### config.mk
export PLATFORM = sky130hd
export DESIGN_NAME = patgen
export DESIGN_NICKNAME = d
export VERILOG_FILES = /design/src/rtl/patgen_pkg.sv /design/src/rtl/patgen_timing.sv /design/src/rtl/patgen.sv
export SDC_FILE = /design/constraint.sdc
export NUM_CORES = 1
export LEC_CHECK = 0
export BUFFER_PORTS_ARGS = -buffer_cell sky130_fd_sc_hd__buf_2
export CORE_ASPECT_RATIO = 2
export CORE_MARGIN = 2
export CORE_UTILIZATION = 34
export DETAILED_ROUTE_END_ITERATION = 6
export PLACE_DENSITY = 0.62
export RECOVER_POWER = 50
export REMOVE_ABC_BUFFERS = 1
export SLEW_MARGIN = 25
export SYNTH_ARGS = -nofsm -noshare
export SYNTH_HDL_FRONTEND = slang
export SYNTH_SLANG_ARGS = --single-unit
export TNS_END_PERCENT = 20
### constraint.sdc
create_clock -name clk27 -period 4.4 [get_ports clk27]
set_input_delay 0.44 -clock clk27 [delete_from_list [all_inputs] [get_ports clk27]]
set_output_delay 0.44 -clock clk27 [all_outputs]
set_load 0.02 [all_outputs]
### src/rtl/patgen_pkg.sv
// Shared definitions for the video pattern generator: default 720x480 timing,
// pattern_sel encodings and the colour-bar table.
package patgen_pkg;

   localparam int DEF_H_SYNCLEN   = 62;
   localparam int DEF_H_BACKPORCH = 60;
   localparam int DEF_H_ACTIVE    = 720;
   localparam int DEF_H_TOTAL     = 858;
   localparam int DEF_V_SYNCLEN   = 6;
   localparam int DEF_V_BACKPORCH = 30;
   localparam int DEF_V_ACTIVE    = 480;
   localparam int DEF_V_TOTAL     = 525;
   localparam int DEF_BAR_W       = 90;
   localparam int DEF_GRID        = 32;
   localparam int DEF_RAMP_SHIFT  = 1;

   typedef enum logic [1:0] {
      PAT_RAMP   = 2'd0,
      PAT_BARS   = 2'd1,
      PAT_SOLID  = 2'd2,
      PAT_XHATCH = 2'd3
   } pat_e;

   // Index 0 is the left-most bar: white, yellow, cyan, green, magenta, red, blue, black.
   localparam logic [7:0][23:0] BAR_TABLE = {
      24'h000000, 24'h0000FF, 24'hFF0000, 24'hFF00FF,
      24'h00FF00, 24'h00FFFF, 24'hFFFF00, 24'hFFFFFF
   };

   function automatic logic sync_level(input logic asserted, input logic pol);
      return asserted ? pol : ~pol;
   endfunction

endpackage

### src/rtl/patgen_timing.sv
// Raster counters plus registered sync, data-enable, frame-start and frame counter.
// Also exposes the live counter state so pattern logic can stay aligned.
module patgen_timing
   import patgen_pkg::*;
#(
   parameter int H_SYNCLEN   = DEF_H_SYNCLEN,
   parameter int H_BACKPORCH = DEF_H_BACKPORCH,
   parameter int H_ACTIVE    = DEF_H_ACTIVE,
   parameter int H_TOTAL     = DEF_H_TOTAL,
   parameter int V_SYNCLEN   = DEF_V_SYNCLEN,
   parameter int V_BACKPORCH = DEF_V_BACKPORCH,
   parameter int V_ACTIVE    = DEF_V_ACTIVE,
   parameter int V_TOTAL     = DEF_V_TOTAL,
   parameter bit HSYNC_POL   = 1'b0,
   parameter bit VSYNC_POL   = 1'b0,
   parameter int HW          = $clog2(H_TOTAL),
   parameter int VW          = $clog2(V_TOTAL)
)(
   input  logic          i_clk,
   input  logic          i_rst_n,
   output logic [HW-1:0] o_h_cnt,
   output logic [VW-1:0] o_v_cnt,
   output logic          o_line_end,
   output logic          o_frame_end,
   output logic          o_active,
   output logic          o_hsync,
   output logic          o_vsync,
   output logic          o_de,
   output logic          o_frame_start,
   output logic [7:0]    o_frame_cnt
);

   localparam logic [HW-1:0] H_LAST     = HW'(H_TOTAL - 1);
   localparam logic [VW-1:0] V_LAST     = VW'(V_TOTAL - 1);
   localparam logic [HW:0]   H_SYNC_END = (HW+1)'(H_SYNCLEN);
   localparam logic [HW:0]   H_ACT_BEG  = (HW+1)'(H_SYNCLEN + H_BACKPORCH);
   localparam logic [HW:0]   H_ACT_END  = (HW+1)'(H_SYNCLEN + H_BACKPORCH + H_ACTIVE);
   localparam logic [VW:0]   V_SYNC_END = (VW+1)'(V_SYNCLEN);
   localparam logic [VW:0]   V_ACT_BEG  = (VW+1)'(V_SYNCLEN + V_BACKPORCH);
   localparam logic [VW:0]   V_ACT_END  = (VW+1)'(V_SYNCLEN + V_BACKPORCH + V_ACTIVE);

   logic [HW-1:0] r_h_cnt;
   logic [VW-1:0] r_v_cnt;
   logic          r_hsync;
   logic          r_vsync;
   logic          r_de;
   logic          r_frame_start;
   logic [7:0]    r_frame_cnt;

   logic [HW:0]   w_h_ext;
   logic [VW:0]   w_v_ext;
   logic          w_line_end;
   logic          w_frame_end;
   logic          w_h_act;
   logic          w_v_act;
   logic          w_active;
   logic          w_origin;

   // One extra bit keeps the end-of-region compares valid when a region ends at the total.
   assign w_h_ext     = {1'b0, r_h_cnt};
   assign w_v_ext     = {1'b0, r_v_cnt};
   assign w_line_end  = (r_h_cnt == H_LAST);
   assign w_frame_end = w_line_end && (r_v_cnt == V_LAST);
   assign w_h_act     = (w_h_ext >= H_ACT_BEG) && (w_h_ext < H_ACT_END);
   assign w_v_act     = (w_v_ext >= V_ACT_BEG) && (w_v_ext < V_ACT_END);
   assign w_active    = w_h_act && w_v_act;
   assign w_origin    = (r_h_cnt == '0) && (r_v_cnt == '0);

   always_ff @(posedge i_clk) begin
      if (!i_rst_n) begin
         r_h_cnt       <= '0;
         r_v_cnt       <= '0;
         r_hsync       <= ~HSYNC_POL;
         r_vsync       <= ~VSYNC_POL;
         r_de          <= 1'b0;
         r_frame_start <= 1'b0;
         r_frame_cnt   <= '0;
      end else begin
         r_h_cnt <= w_line_end ? '0 : r_h_cnt + 1'b1;
         if (w_line_end) begin
            r_v_cnt <= (r_v_cnt == V_LAST) ? '0 : r_v_cnt + 1'b1;
         end
         r_hsync       <= sync_level(w_h_ext < H_SYNC_END, HSYNC_POL);
         r_vsync       <= sync_level(w_v_ext < V_SYNC_END, VSYNC_POL);
         r_de          <= w_active;
         r_frame_start <= w_origin;
         if (w_origin) begin
            r_frame_cnt <= r_frame_cnt + 8'd1;
         end
      end
   end

   assign o_h_cnt       = r_h_cnt;
   assign o_v_cnt       = r_v_cnt;
   assign o_line_end    = w_line_end;
   assign o_frame_end   = w_frame_end;
   assign o_active      = w_active;
   assign o_hsync       = r_hsync;
   assign o_vsync       = r_vsync;
   assign o_de          = r_de;
   assign o_frame_start = r_frame_start;
   assign o_frame_cnt   = r_frame_cnt;

endmodule

### src/rtl/patgen.sv
// Test-pattern generator: ramp, colour bars, solid colour and crosshatch over a
// raster from patgen_timing; mode and colour change only at frame boundaries.
module patgen
   import patgen_pkg::*;
#(
   parameter int H_SYNCLEN   = DEF_H_SYNCLEN,
   parameter int H_BACKPORCH = DEF_H_BACKPORCH,
   parameter int H_ACTIVE    = DEF_H_ACTIVE,
   parameter int H_TOTAL     = DEF_H_TOTAL,
   parameter int V_SYNCLEN   = DEF_V_SYNCLEN,
   parameter int V_BACKPORCH = DEF_V_BACKPORCH,
   parameter int V_ACTIVE    = DEF_V_ACTIVE,
   parameter int V_TOTAL     = DEF_V_TOTAL,
   parameter bit HSYNC_POL   = 1'b0,
   parameter bit VSYNC_POL   = 1'b0,
   parameter int BAR_W       = DEF_BAR_W,
   parameter int GRID        = DEF_GRID,
   parameter int RAMP_SHIFT  = DEF_RAMP_SHIFT
)(
   input  logic        clk27,
   input  logic        reset_n,
   input  logic [1:0]  pattern_sel,
   input  logic [23:0] solid_rgb,
   output logic [7:0]  R_out,
   output logic [7:0]  G_out,
   output logic [7:0]  B_out,
   output logic        HSYNC_out,
   output logic        VSYNC_out,
   output logic        ENABLE_out,
   output logic        PCLK_out,
   output logic        frame_start,
   output logic [7:0]  frame_cnt
);

   localparam int HW      = $clog2(H_TOTAL);
   localparam int VW      = $clog2(V_TOTAL);
   localparam int BW      = $clog2(BAR_W + 1);
   localparam int GW      = $clog2(GRID + 1);
   localparam int X_START = H_SYNCLEN + H_BACKPORCH;
   localparam int Y_START = V_SYNCLEN + V_BACKPORCH;

   localparam logic [HW-1:0] X_BEG     = HW'(X_START);
   localparam logic [HW-1:0] X_LAST    = HW'(X_START + H_ACTIVE - 1);
   localparam logic [VW-1:0] Y_BEG     = VW'(Y_START);
   localparam logic [VW-1:0] Y_LAST    = VW'(Y_START + V_ACTIVE - 1);
   localparam logic [BW-1:0] BAR_LAST  = BW'(BAR_W - 1);
   localparam logic [GW-1:0] GRID_LAST = GW'(GRID - 1);

   logic [HW-1:0] w_h_cnt;
   logic [VW-1:0] w_v_cnt;
   logic          w_line_end;
   logic          w_frame_end;
   logic          w_active;

   patgen_timing #(
      .H_SYNCLEN   (H_SYNCLEN),
      .H_BACKPORCH (H_BACKPORCH),
      .H_ACTIVE    (H_ACTIVE),
      .H_TOTAL     (H_TOTAL),
      .V_SYNCLEN   (V_SYNCLEN),
      .V_BACKPORCH (V_BACKPORCH),
      .V_ACTIVE    (V_ACTIVE),
      .V_TOTAL     (V_TOTAL),
      .HSYNC_POL   (HSYNC_POL),
      .VSYNC_POL   (VSYNC_POL),
      .HW          (HW),
      .VW          (VW)
   ) u_timing (
      .i_clk         (clk27),
      .i_rst_n       (reset_n),
      .o_h_cnt       (w_h_cnt),
      .o_v_cnt       (w_v_cnt),
      .o_line_end    (w_line_end),
      .o_frame_end   (w_frame_end),
      .o_active      (w_active),
      .o_hsync       (HSYNC_out),
      .o_vsync       (VSYNC_out),
      .o_de          (ENABLE_out),
      .o_frame_start (frame_start),
      .o_frame_cnt   (frame_cnt)
   );

   assign PCLK_out = clk27;

   pat_e          r_mode;
   logic [23:0]   r_solid;
   logic [BW-1:0] r_bar_cnt;
   logic [2:0]    r_bar_idx;
   logic [GW-1:0] r_gx;
   logic [GW-1:0] r_gy;

   logic          w_h_ge;
   logic          w_v_ge;
   logic [15:0]   w_x;
   logic [7:0]    w_ramp;
   logic          w_hit;
   logic [23:0]   w_pix;

   assign w_h_ge = (w_h_cnt >= X_BEG);
   assign w_v_ge = (w_v_cnt >= Y_BEG);
   assign w_x    = 16'(w_h_cnt) - 16'(X_START);
   assign w_ramp = 8'(w_x >> RAMP_SHIFT);

   // Position counters track the live h/v state: they sit at 0 until the
   // active start and then advance, so no divider is needed for bars or grid.
   always_ff @(posedge clk27) begin
      if (!reset_n) begin
         r_mode    <= PAT_RAMP;
         r_solid   <= '0;
         r_bar_cnt <= '0;
         r_bar_idx <= '0;
         r_gx      <= '0;
         r_gy      <= '0;
      end else begin
         if (w_frame_end) begin
            r_mode  <= pat_e'(pattern_sel);
            r_solid <= solid_rgb;
         end
         if (w_line_end) begin
            r_bar_cnt <= '0;
            r_bar_idx <= '0;
            r_gx      <= '0;
         end else if (w_h_ge) begin
            if (r_bar_cnt == BAR_LAST) begin
               r_bar_cnt <= '0;
               if (r_bar_idx != 3'd7) begin
                  r_bar_idx <= r_bar_idx + 3'd1;
               end
            end else begin
               r_bar_cnt <= r_bar_cnt + 1'b1;
            end
            r_gx <= (r_gx == GRID_LAST) ? '0 : r_gx + 1'b1;
         end
         if (w_frame_end) begin
            r_gy <= '0;
         end else if (w_line_end && w_v_ge) begin
            r_gy <= (r_gy == GRID_LAST) ? '0 : r_gy + 1'b1;
         end
      end
   end

   assign w_hit = (r_gx == '0) || (r_gy == '0) || (w_h_cnt == X_LAST) || (w_v_cnt == Y_LAST);

   always_comb begin
      w_pix = '0;
      if (w_active) begin
         case (r_mode)
            PAT_RAMP:   w_pix = {3{w_ramp}};
            PAT_BARS:   w_pix = BAR_TABLE[r_bar_idx];
            PAT_SOLID:  w_pix = r_solid;
            PAT_XHATCH: w_pix = {24{w_hit}};
            default:    w_pix = '0;
         endcase
      end
   end

   logic [2:0][7:0] w_chan_q;

   genvar gi;
   generate
      for (gi = 0; gi < 3; gi++) begin : g_chan
         logic [7:0] r_chan;
         always_ff @(posedge clk27) begin
            if (!reset_n) begin
               r_chan <= '0;
            end else begin
               r_chan <= w_pix[gi*8 +: 8];
            end
         end
         assign w_chan_q[gi] = r_chan;
      end
   endgenerate

   assign B_out = w_chan_q[0];
   assign G_out = w_chan_q[1];
   assign R_out = w_chan_q[2];

endmodule

[After elaboration in Yosys (flattened, before gate mapping)]
Memory sizes are Yosys's and may differ from the RTL's. A register that Yosys moved wholly into a read port is not among the register bits.
Index checks and enable logic that the tools add are counted.
Storage, ports and cells
  register bits: 104
  ROM bits: 192
  bits of input ports: 28
  output and inout bits: 37
  logic and storage cells: 74
  memories: 1
Memory list
  (name not given): depth 8, bits a word 24, read ports 1, clocked after memory_dff 1, wr ports 0, line patgen.sv:149  | PAT_BARS: w_pix = BAR_TABLE[r_bar_idx];
Cells by class
  $add $sub $neg: 8
  magnitude comparators: 9
  equality and inequality tests: 11
  muxes and demuxes: 10
  bitwise logic cells: 1
  reductions and logical operators: 18
Operators by type and width (number)
  24-bit case mux with 4 select lines: 1
  10-bit == test, second input constant: 4
  24-bit two-way mux: 1
  10-bit by 1-bit adder with 10-bit output, second input constant: 2
  10-bit by 6-bit >= comparator with 1-bit output, second input constant: 2
  10-bit by 7-bit >= comparator with 1-bit output, second input constant: 2
  10-bit logical NOT: 2
  10-bit < comparator, second input constant: 2
  6-bit by 1-bit adder with 6-bit output, second input constant: 2
  6-bit by 5-bit == test with 1-bit output, second input constant: 2
  6-bit logical NOT: 2
  6-bit two-way mux: 2
  10-bit by 3-bit < comparator with 1-bit output, second input constant: 1
  10-bit by 6-bit < comparator with 1-bit output, second input constant: 1
  10-bit two-way mux: 1
  9-bit by 7-bit subtractor with 9-bit output, second input constant: 1
  8-bit by 1-bit adder with 8-bit output, second input constant: 1
  7-bit by 1-bit adder with 7-bit output, second input constant: 1
  7-bit == test, second input constant: 1
  7-bit two-way mux: 1
  1-bit logical AND: 6
  3-bit two-way mux: 2
  2-bit == test, second input constant: 2
  3-bit by 4-bit < comparator with 1-bit output, second input constant: 1
  10 further kinds: 14

[Depth between registers and ports, before layout]
Gate-level depths: netlist (run 1).
  depth after elaboration: 5
  mapped depth: 9
  depth with buffers taken out: 7

[Cells and area by module]
From an unflattened synthesis (run 1), not the netlist that was laid out.
Second synthesis, totals
  cell total of the unflattened synthesis: 542
  area total of the unflattened synthesis: 4956.0 µm²
Modules (own cells, without submodules)
  patgen: instances 1, cells each 351, area each 3266.9 µm², seq. area each 1501.4 µm²
  patgen_timing: instances 1, cells each 191, area each 1689.1 µm², seq. area each 640.6 µm²

==> results of run 1 <==
==> layout make-up <==
type,instances,area (µm²),share of cell area
flip-flops and latches,107,2140,0.400
repair buffers,64,274,0.0512
clock inverters,7,60.1,0.0112
well taps,155,194,0.0362
multi-input cells,391,2320,0.434
clock buffers,13,305,0.0570
inverters,15,56.3,0.0105
==> kinds of logic (layout without fill, tap and decap cells) <==
family	count (synthesis)	in the layout	synth area share
flops	107	107	0.459
fa+ha+maj	17	17	0.0456
xor+xnor	38	38	0.0713
buf+inv	44	99	0.0424
simple gates	231	231	0.237
mux	7	7	0.0150
compound gates	98	98	0.129
==> sequential cells by signal (all words and copies together) (netlist names), 2 cells and up, named ones only <==
register	count
G_out	8
R_out	8
u_timing.o_h_cnt	10
u_timing.o_frame_cnt	8
r_solid	24
r_mode	2
r_gy	6
r_bar_idx	3
u_timing.o_v_cnt	10
r_gx	6
r_bar_cnt	7
B_out	8
==> path summary, 6_finish.rpt <==
check                              endpoint  slack (ns)  cells past startpoint
worst max-delay path               PCLK_out        1.37                      3
worst min-delay path            r_solid[10]        0.21                      3
worst max register to register      r_gy[3]        1.57                      7
worst min register to register   r_solid[1]        0.45                      2
==> cells in the final DEF (no fill, tap or decap), drive strengths merged, types with 7 or more instances in the layout <==
master	count
a21oi	42
a31oi	20
and3	9
buf	28
clkbuf	49
dfxtp	107
ha	17
inv	18
mux2i	7
nand2	98
nand3	13
nand4	11
nor2	56
nor4	8
o21ai	16
xnor2	16
xor2	22
==> metrics by stage <==
stage | power (mW) | utilization | setup WS (ns) | area [µm²]
after floorplan | 1.06 | - | 1.76 | 4520
after global placement | 1.11 | 0.376 | 1.59 | 5050
after detailed placement | 1.11 | 0.376 | 1.51 | 5050
after CTS | 2.02 | 0.403 | 1.37 | 5410
after global routing | 2.07 | 0.398 | 1.26 | 5350
final | 1.99 | 0.398 | 1.37 | 5350
==> where the power goes <==
group / leakage, nW / internal (mW) / switching (mW) / total, mW
Sequential: 0.864 / 0.976 / 0.0106 / 0.986
Combinational: 0.954 / 0.0304 / 0.0488 / 0.0792
Clock: 0.184 / 0.517 / 0.410 / 0.927
Total: 2.00 / 1.52 / 0.469 / 1.99
==> worst max-delay path, cell delays in order <==
cell       delay, ns
clkbuf_16       0.12
clkbuf_16       0.12
buf_2           0.15
==> layer usage <==
metal / up-vias / global-route usage
li1: 1958 / -
met1: 1811 / 0.146
met2: 82 / 0.287
met3: 36 / 0.0331
met4: 0 / 0.105
met5: - / 0
==> metrics.yaml, run 1 <==
arrival_ns: 2.59
grt_usage: 0.155
ant_nets: 0
synthFlopType: "dfxtp_1"
yosys_register_bits: 107
finClkSkew_ns: 0.00994
ctsHoldBuffers: 0
first_pass_iters: 4
grt_pass1_wl_um: 17900
place.gp.congestion: 0.815
vias: 3887
whs_ns: 0.208
synth_seq_area_share: 0.459
wl_met3_um: 331
p_leak_nw: 2.00
synth_cell_types: 49
antenna_found_initial: 0
placedCellCount: 733
startpoint: "clk27"
finalNetCount: 637
met2_length_um: 6200
synth_area_leader_cell: "dfxtp_1"
drtIter0Drc: 143
wire_per_inst_um: 14.8
worstHoldStart: "solid_rgb[10]"
min_path_type: "in -> reg"
portBuffers: 64
cts_tree: "yes"
rows: 60
dieWidth_um: 86.8
drv_cap: 0
overflow: 0
yosysMostFrequentCell: "dfxtp_1"
end_kind: "primary output"
grt_max_degree: 36
path_max_fanout: 2
synthTopCellsByCount: "dfxtp_1, nand2_1, nor2_1"
clk_latency_ns: 0.47
drc: 0
drive_above_1_share: 0.0972
relSlewSlack: 0.241
finalHoldViolations: 0
grt_pass1_vias: 3883
nFillCells: 1381
fin_cells: 752
synth_top_area_share: 0.459
slew_violations: 0
initial_core_util: 0.347
vias_per_cell: 5.17
setup_viol: 0
synthesis.area_mm2: 0.00467
diodes: 0
dp_hpwl_um: 8280
die-area_mm2: 0.0147
syn_inst: 542
cts_resized: 0
core_area_mm2: 0.0134
io_pins: 65
routed.top_layer: "met4"
synth-edff-count: 0
async_flop_share: 0
wl_met1_um: 4090
critPathRequiredTime_ns: 3.96
critPathKind: "clk -> out"
reg2reg_from: "u_timing.o_h_cnt[1]"
yosysWarningCount: 0
synth.area.top_cells: "dfxtp_1, nand2_1, ha_1"
area_growth_pct: 14.7
cts_setup_buffers: 0
tightest_slew_ns: 1.14
setup_tns_ns: 0
peakVddDrop_mv: 0.185
wirelength_um: 11100
start_kind: "clock port"
die_h_um: 170
rsz0062_at_grt: "false"
clk_pin_slew_ns: 0.08
powerDensity_mw_per_mm2: 372
outcome: "finished, final reports clean"
syn_area_per_cell_um2: 8.61
Power figures use the tool's default switching activity.
==> run 2, diff against run 1 <==
==> constraint.sdc (replaced) <==
create_clock -name clk27 -period 3.1 [get_ports clk27]
set_input_delay 0.31 -clock clk27 [delete_from_list [all_inputs] [get_ports clk27]]
set_output_delay 0.31 -clock clk27 [all_outputs]
set_load 0.02 [all_outputs]
==> metrics.yaml, run 2 (synthesis gave the netlist of run 1 again) <==
outcome: "finished, final reports clean"  # unchanged
ctsHoldBuffers: 0  # unchanged
io_pins: 65  # unchanged
reg2reg_from: "u_timing.o_h_cnt[1]"  # unchanged
start_kind: "flip-flop"  # was clock port
finClkSkew_ns: 0.0107  # was 0.00994 ns
first_pass_iters: 4  # unchanged
vias: 3938  # was 3887
final_cell_mix: "dfxtp_1, nand2_1, nor2_1, a21oi_1, clkbuf_1"  # unchanged
largest_reg_flops: 24  # unchanged
cp_num_buf_inv: 3  # unchanged
place.gp.congestion: 0.876  # was 0.815
place_area_mm2: 0.00509  # was 0.00505 mm²
rsz0062_at_grt: "false"  # unchanged
die-area_mm2: 0.0147  # unchanged
startpoint: "u_timing.o_h_cnt[1]"  # was clk27
dieWidth_um: 86.8  # unchanged
setup_tns_ns: 0  # unchanged
grt_max_degree: 34  # was 36
ant_nets: 0  # unchanged
finalNetCount: 643  # was 637
mostFrequentLayoutCell: "dfxtp_1"  # unchanged
clk_pin_slew_ns: 0.07  # was 0.08 ns
endpoint: "r_solid[1]"  # was PCLK_out
powerDensity_mw_per_mm2: 535  # was 372 mW/mm²
critPathMaxStageDelay_ns: 0.47  # was 0.15 ns
worstHoldStart: "solid_rgb[9]"  # was solid_rgb[10]
setup_viol: 0  # unchanged
min_period_over_period: 0.812
arrival_ns: 2.90  # was 2.59 ns
core_area_mm2: 0.0134  # unchanged
drv_cap: 0  # unchanged
fmax_mhz: 397
overflow: 0  # unchanged
p_leak_nw: 2.02  # was 2.00 nW
min_path_type: "in -> reg"  # unchanged
vias_per_cell: 5.20  # was 5.17
antenna_found_initial: 0  # unchanged
reg2reg_slack_ns: 0.58  # was 1.57 ns
dp_hpwl_um: 8620  # was 8280 µm
final_util: 0.402  # was 0.398
drive_above_1_share: 0.103  # was 0.0972
whs_ns: 0.0959  # was 0.208 ns
cts_resized: 0  # unchanged
die_h_um: 170  # unchanged
clk_latency_ns: 0.45  # was 0.47 ns
r2r_cells: 9  # was 7
slew_violations: 0  # unchanged
slowest_stage: "clkbuf_1"  # was buf_2
drtIter0Drc: 166  # was 143
path_depth: 9  # was 3
critPathKind: "reg -> reg"  # was clk -> out
initial_core_util: 0.347  # unchanged
worstReg2RegEnd: "r_solid[1]"  # was r_gy[3]
tightest_slew_ns: 0.940  # was 1.14 ns
grt_pass1_vias: 3910  # was 3883
end_kind: "flip-flop"  # was primary output
grt_usage: 0.159  # was 0.155
grt_pass1_wl_um: 18400  # was 17900 µm
design_area_mm2: 0.00540  # was 0.00535 mm²
cp_top_family: "buffers and inverters"  # unchanged
dp_slack_ns: 0.779  # was 1.51 ns
finalWorstSetupSlack_ns: 0.583  # was 1.37 ns
relSlewSlack: 0.374  # was 0.241
peakVddDrop_mv: 0.249  # was 0.185 mV
cts_setup_buffers: 0  # unchanged
path_cells: "inv_1 -> ha_1 -> nand3_1 -> nor3_1 -> clkbuf_1 -> and3_1 -> clkbuf_2 -> nand2_1 -> a21oi_1"  # was clkbuf_16 -> clkbuf_16 -> buf_2
max_flop_register: "r_solid"  # unchanged
fin_crit_ns: 2.52
diodes: 0  # unchanged
rows: 60  # unchanged
finalHoldViolations: 0  # unchanged
wirelength_um: 11500  # was 11100 µm
area_growth_pct: 15.7  # was 14.7%
drc: 0  # unchanged
cts_tree: "yes"  # unchanged
portBuffers: 64  # unchanged
critPathRequiredTime_ns: 3.48  # was 3.96 ns
wire_per_inst_um: 15.1  # was 14.8 µm
path_max_fanout: 26  # was 2
## run 2: metal layers
layer / routed length, µm / GRT usage / vias to the layer above / share of wire
li1: - / - / 1973 / -
met1: 4100 / 0.145 / 1861 / 0.36
met2: 6690 / 0.314 / 82 / 0.58
met3: 305 / 0.0321 / 22 / 0.027
met4: 380 / 0.0795 / 0 / 0.033
met5: 0 / 0 / - / 0
## run 2: worst min path at each step
stage,to,slack (ns),cells past startpoint
global route,r_mode[1],0.09,3
floorplan,PCLK_out,0.31,0
detailed placement,r_solid[21],0.44,2
finish,r_solid[9],0.1,3
global placement,r_solid[23],0.44,2
CTS,r_solid[9],0.09,3
## run 2: per-stage QoR
step,power [mW],cells
2_1_floorplan,1.50,513
3_3_place_gp,1.58,739
3_5_place_dp,1.58,739
4_1_cts,2.93,758
5_1_grt,2.99,758
6_report,2.89,758
## run 2: cell type report
cell class	count	area [µm²]
clock buffer	15	323
timing repair buffer	70	317
inverter	15	56.3
clock inverter	5	61.3
tap	155	194
sequential	107	2140
fill	1341	8040
multi-input combinational	391	2310
## run 2: tightest hold or removal path: stages
cell and delay [ns]:
buf_2 0.10, nand2_1 0.04, a21oi_1 0.05
## run 2: report_power, final
| group | internal (mW) | leakage [nW] | total, mW | switching, mW |
|---|---|---|---|---|
| combinational | 0.0452 | 0.975 | 0.117 | 0.0717 |
| clock | 0.825 | 0.179 | 1.37 | 0.546 |
| sequential | 1.39 | 0.864 | 1.40 | 0.0141 |
==> run 3, diff against run 2 <==
==> constraint.sdc (replaced) <==
create_clock -name clk27 -period 2.5 [get_ports clk27]
set_input_delay 0.25 -clock clk27 [delete_from_list [all_inputs] [get_ports clk27]]
set_output_delay 0.25 -clock clk27 [all_outputs]
set_load 0.02 [all_outputs]
==> metrics.yaml, run 3 (synthesis gave the netlist of run 1 again) <==
outcome: "finished, final reports clean"  # unchanged
path_cells: "nand4_1 -> a31oi_1 -> buf_4 -> o21a_1 -> o2111ai_2 -> clkbuf_2 -> a31oi_1"  # was inv_1 -> ha_1 -> nand3_1 -> nor3_1 -> clkbuf_1 -> and3_1 -> clkbuf_2 -> nand2_1 -> a21oi_1
antenna_found_initial: 0  # unchanged
critPathKind: "reg -> reg"  # unchanged
core_area_mm2: 0.0134  # unchanged
critPathRequiredTime_ns: 2.87  # was 3.48 ns
overflow: 0  # unchanged
place.gp.congestion: 0.862  # was 0.876
wirelength_um: 11300  # was 11500 µm
cts_setup_buffers: 0  # unchanged
diodes: 0  # unchanged
grt_max_degree: 29  # was 34
io_pins: 65  # unchanged
cts_tree: "yes"  # unchanged
setup_viol: 0  # unchanged
die-area_mm2: 0.0147  # unchanged
drc: 0  # unchanged
drive_above_1_share: 0.109  # was 0.103
clk_pin_slew_ns: 0.07  # about the same
mostFrequentLayoutCell: "dfxtp_1"  # unchanged
die_h_um: 170  # unchanged
first_pass_iters: 4  # unchanged
slowest_stage: "dfxtp_1"  # was clkbuf_1
vias: 4004  # was 3938
cts_resized: 0  # unchanged
grt_usage: 0.154  # was 0.159
dp_hpwl_um: 8440  # was 8620 µm
finClkSkew_ns: 0.00780  # was 0.0107 ns
start_kind: "flip-flop"  # unchanged
powerDensity_mw_per_mm2: 658  # was 535 mW/mm²
path_max_fanout: 25  # was 26
p_int_mw: 2.77  # was 2.26 mW
dieWidth_um: 86.8  # unchanged
clk_latency_ns: 0.46  # was 0.45 ns
arrival_ns: 2.64  # was 2.90 ns
crit_top_cell: "a31oi_1"
critPathMaxStageDelay_ns: 0.58  # was 0.47 ns
initial_core_util: 0.347  # unchanged
finalHoldViolations: 0  # unchanged
ant_nets: 0  # unchanged
drtIter0Drc: 147  # was 166
min_path_type: "in -> reg"  # unchanged
min_period_over_period: 0.907  # was 0.812
slew_violations: 0  # unchanged
relSlewSlack: 0.494  # was 0.374
grt_pass1_vias: 3894  # was 3910
portBuffers: 64  # unchanged
combPwrFrac: 0.041  # about the same
swShare: 0.227  # was 0.219
switchingPower_uw: 812  # was 632 µW
ctsHoldBuffers: 0  # unchanged
final_util: 0.405  # was 0.402
peakVddDrop_mv: 0.331  # was 0.249 mV
grt_pass1_wl_um: 17800  # was 18400 µm
area_growth_pct: 16.6  # was 15.7%
clockPowerShare: 0.474  # was 0.475
max_flop_register: "r_solid"  # unchanged
tightest_slew_ns: 0.759  # was 0.940 ns
fmax_mhz: 441  # was 397 MHz
end_kind: "flip-flop"  # unchanged
largest_reg_flops: 24  # unchanged
finalNetCount: 648  # was 643
setup_tns_ns: 0  # unchanged
p_leak_nw: 2.05  # was 2.02 nW
nFillCells: 1376  # was 1341
wire_per_inst_um: 14.8  # was 15.1 µm
vias_per_cell: 5.25  # was 5.20
rsz0062_at_grt: "false"  # unchanged
rows: 60  # unchanged
fin_crit_ns: 2.27  # was 2.52 ns
final_cell_mix: "dfxtp_1, nand2_1, nor2_1, a21oi_1, clkbuf_1"  # unchanged
pwr-share-seq: 0.485  # about the same
drv_cap: 0  # unchanged
run 3: cell types whose count changed in the layout (fill, tap and decap cells not counted), moves of 2 or more:
cell and delta:
clkinv_4 +2, clkinvlp_4 -3, buf_4 +3, nor4_1 -2, clkinv_2 +2, clkbuf_1 +2, nor4_4 +2
run 3: area by class of cell:
| class | instances | area (µm²) | share of cell area |
|---|---|---|---|
| multi-input cells | 391 | 2320 | 0.427 |
| flip-flops and latches | 107 | 2140 | 0.394 |
| repair buffers | 75 | 347 | 0.0637 |
| clock buffers | 13 | 304 | 0.0559 |
| well taps | 155 | 194 | 0.0356 |
| clock inverters | 7 | 75.1 | 0.0138 |
| inverters | 15 | 56.3 | 0.0103 |
run 3: final timing paths:
check | depth (start not counted) | from | slack (ns) | end
min reg2reg | 2 | r_solid[4] | 0.45 | r_solid[4]
min | 3 | solid_rgb[0] | 0.03 | r_solid[0]
max reg2reg | 7 | u_timing.o_h_cnt[6] | 0.23 | R_out[2]
max | 7 | u_timing.o_h_cnt[6] | 0.23 | R_out[2]
run 3: layer usage:
layer,track usage,vias up,wire [µm]
met5,0,-,0
met4,0.0944,0,456
met3,0.0292,34,360
li1,-,1979,-
met1,0.142,1898,4130
met2,0.296,93,6360
run 3: power by group through the flow:
stage	Combinational (mW)	Clock [mW]	Sequential, mW
6_report	0.145	1.70	1.74
5_1_grt	0.162	1.80	1.74
4_1_cts	0.152	1.74	1.74
3_5_place_dp	0.151	0.0374	1.78
3_3_place_gp	0.148	0.0374	1.78
2_1_floorplan	0.0746	0	1.78
run 3: per-stage QoR:
step | cell area (µm²) | setup WS, ns | power, mW | hold WS, ns | cells
6_report | 5440 | 0.232 | 3.58 | 0.0285 | 763
5_1_grt | 5440 | 0.0483 | 3.70 | 0.0314 | 763
4_1_cts | 5500 | 0.234 | 3.63 | 0.0192 | 763
3_5_place_dp | 5130 | 0.285 | 1.96 | 0.384 | 744
3_3_place_gp | 5130 | 0.396 | 1.96 | 0.384 | 744
2_1_floorplan | 4520 | 0.0986 | 1.86 | 0.250 | 513
run 3: worst max-delay path: cells and delay by family, from the launching register on:
kind            cells  cell delay [ns]
compound gates      4             0.79
buf+inv             2             0.57
flops               1             0.58
simple gates        1             0.23
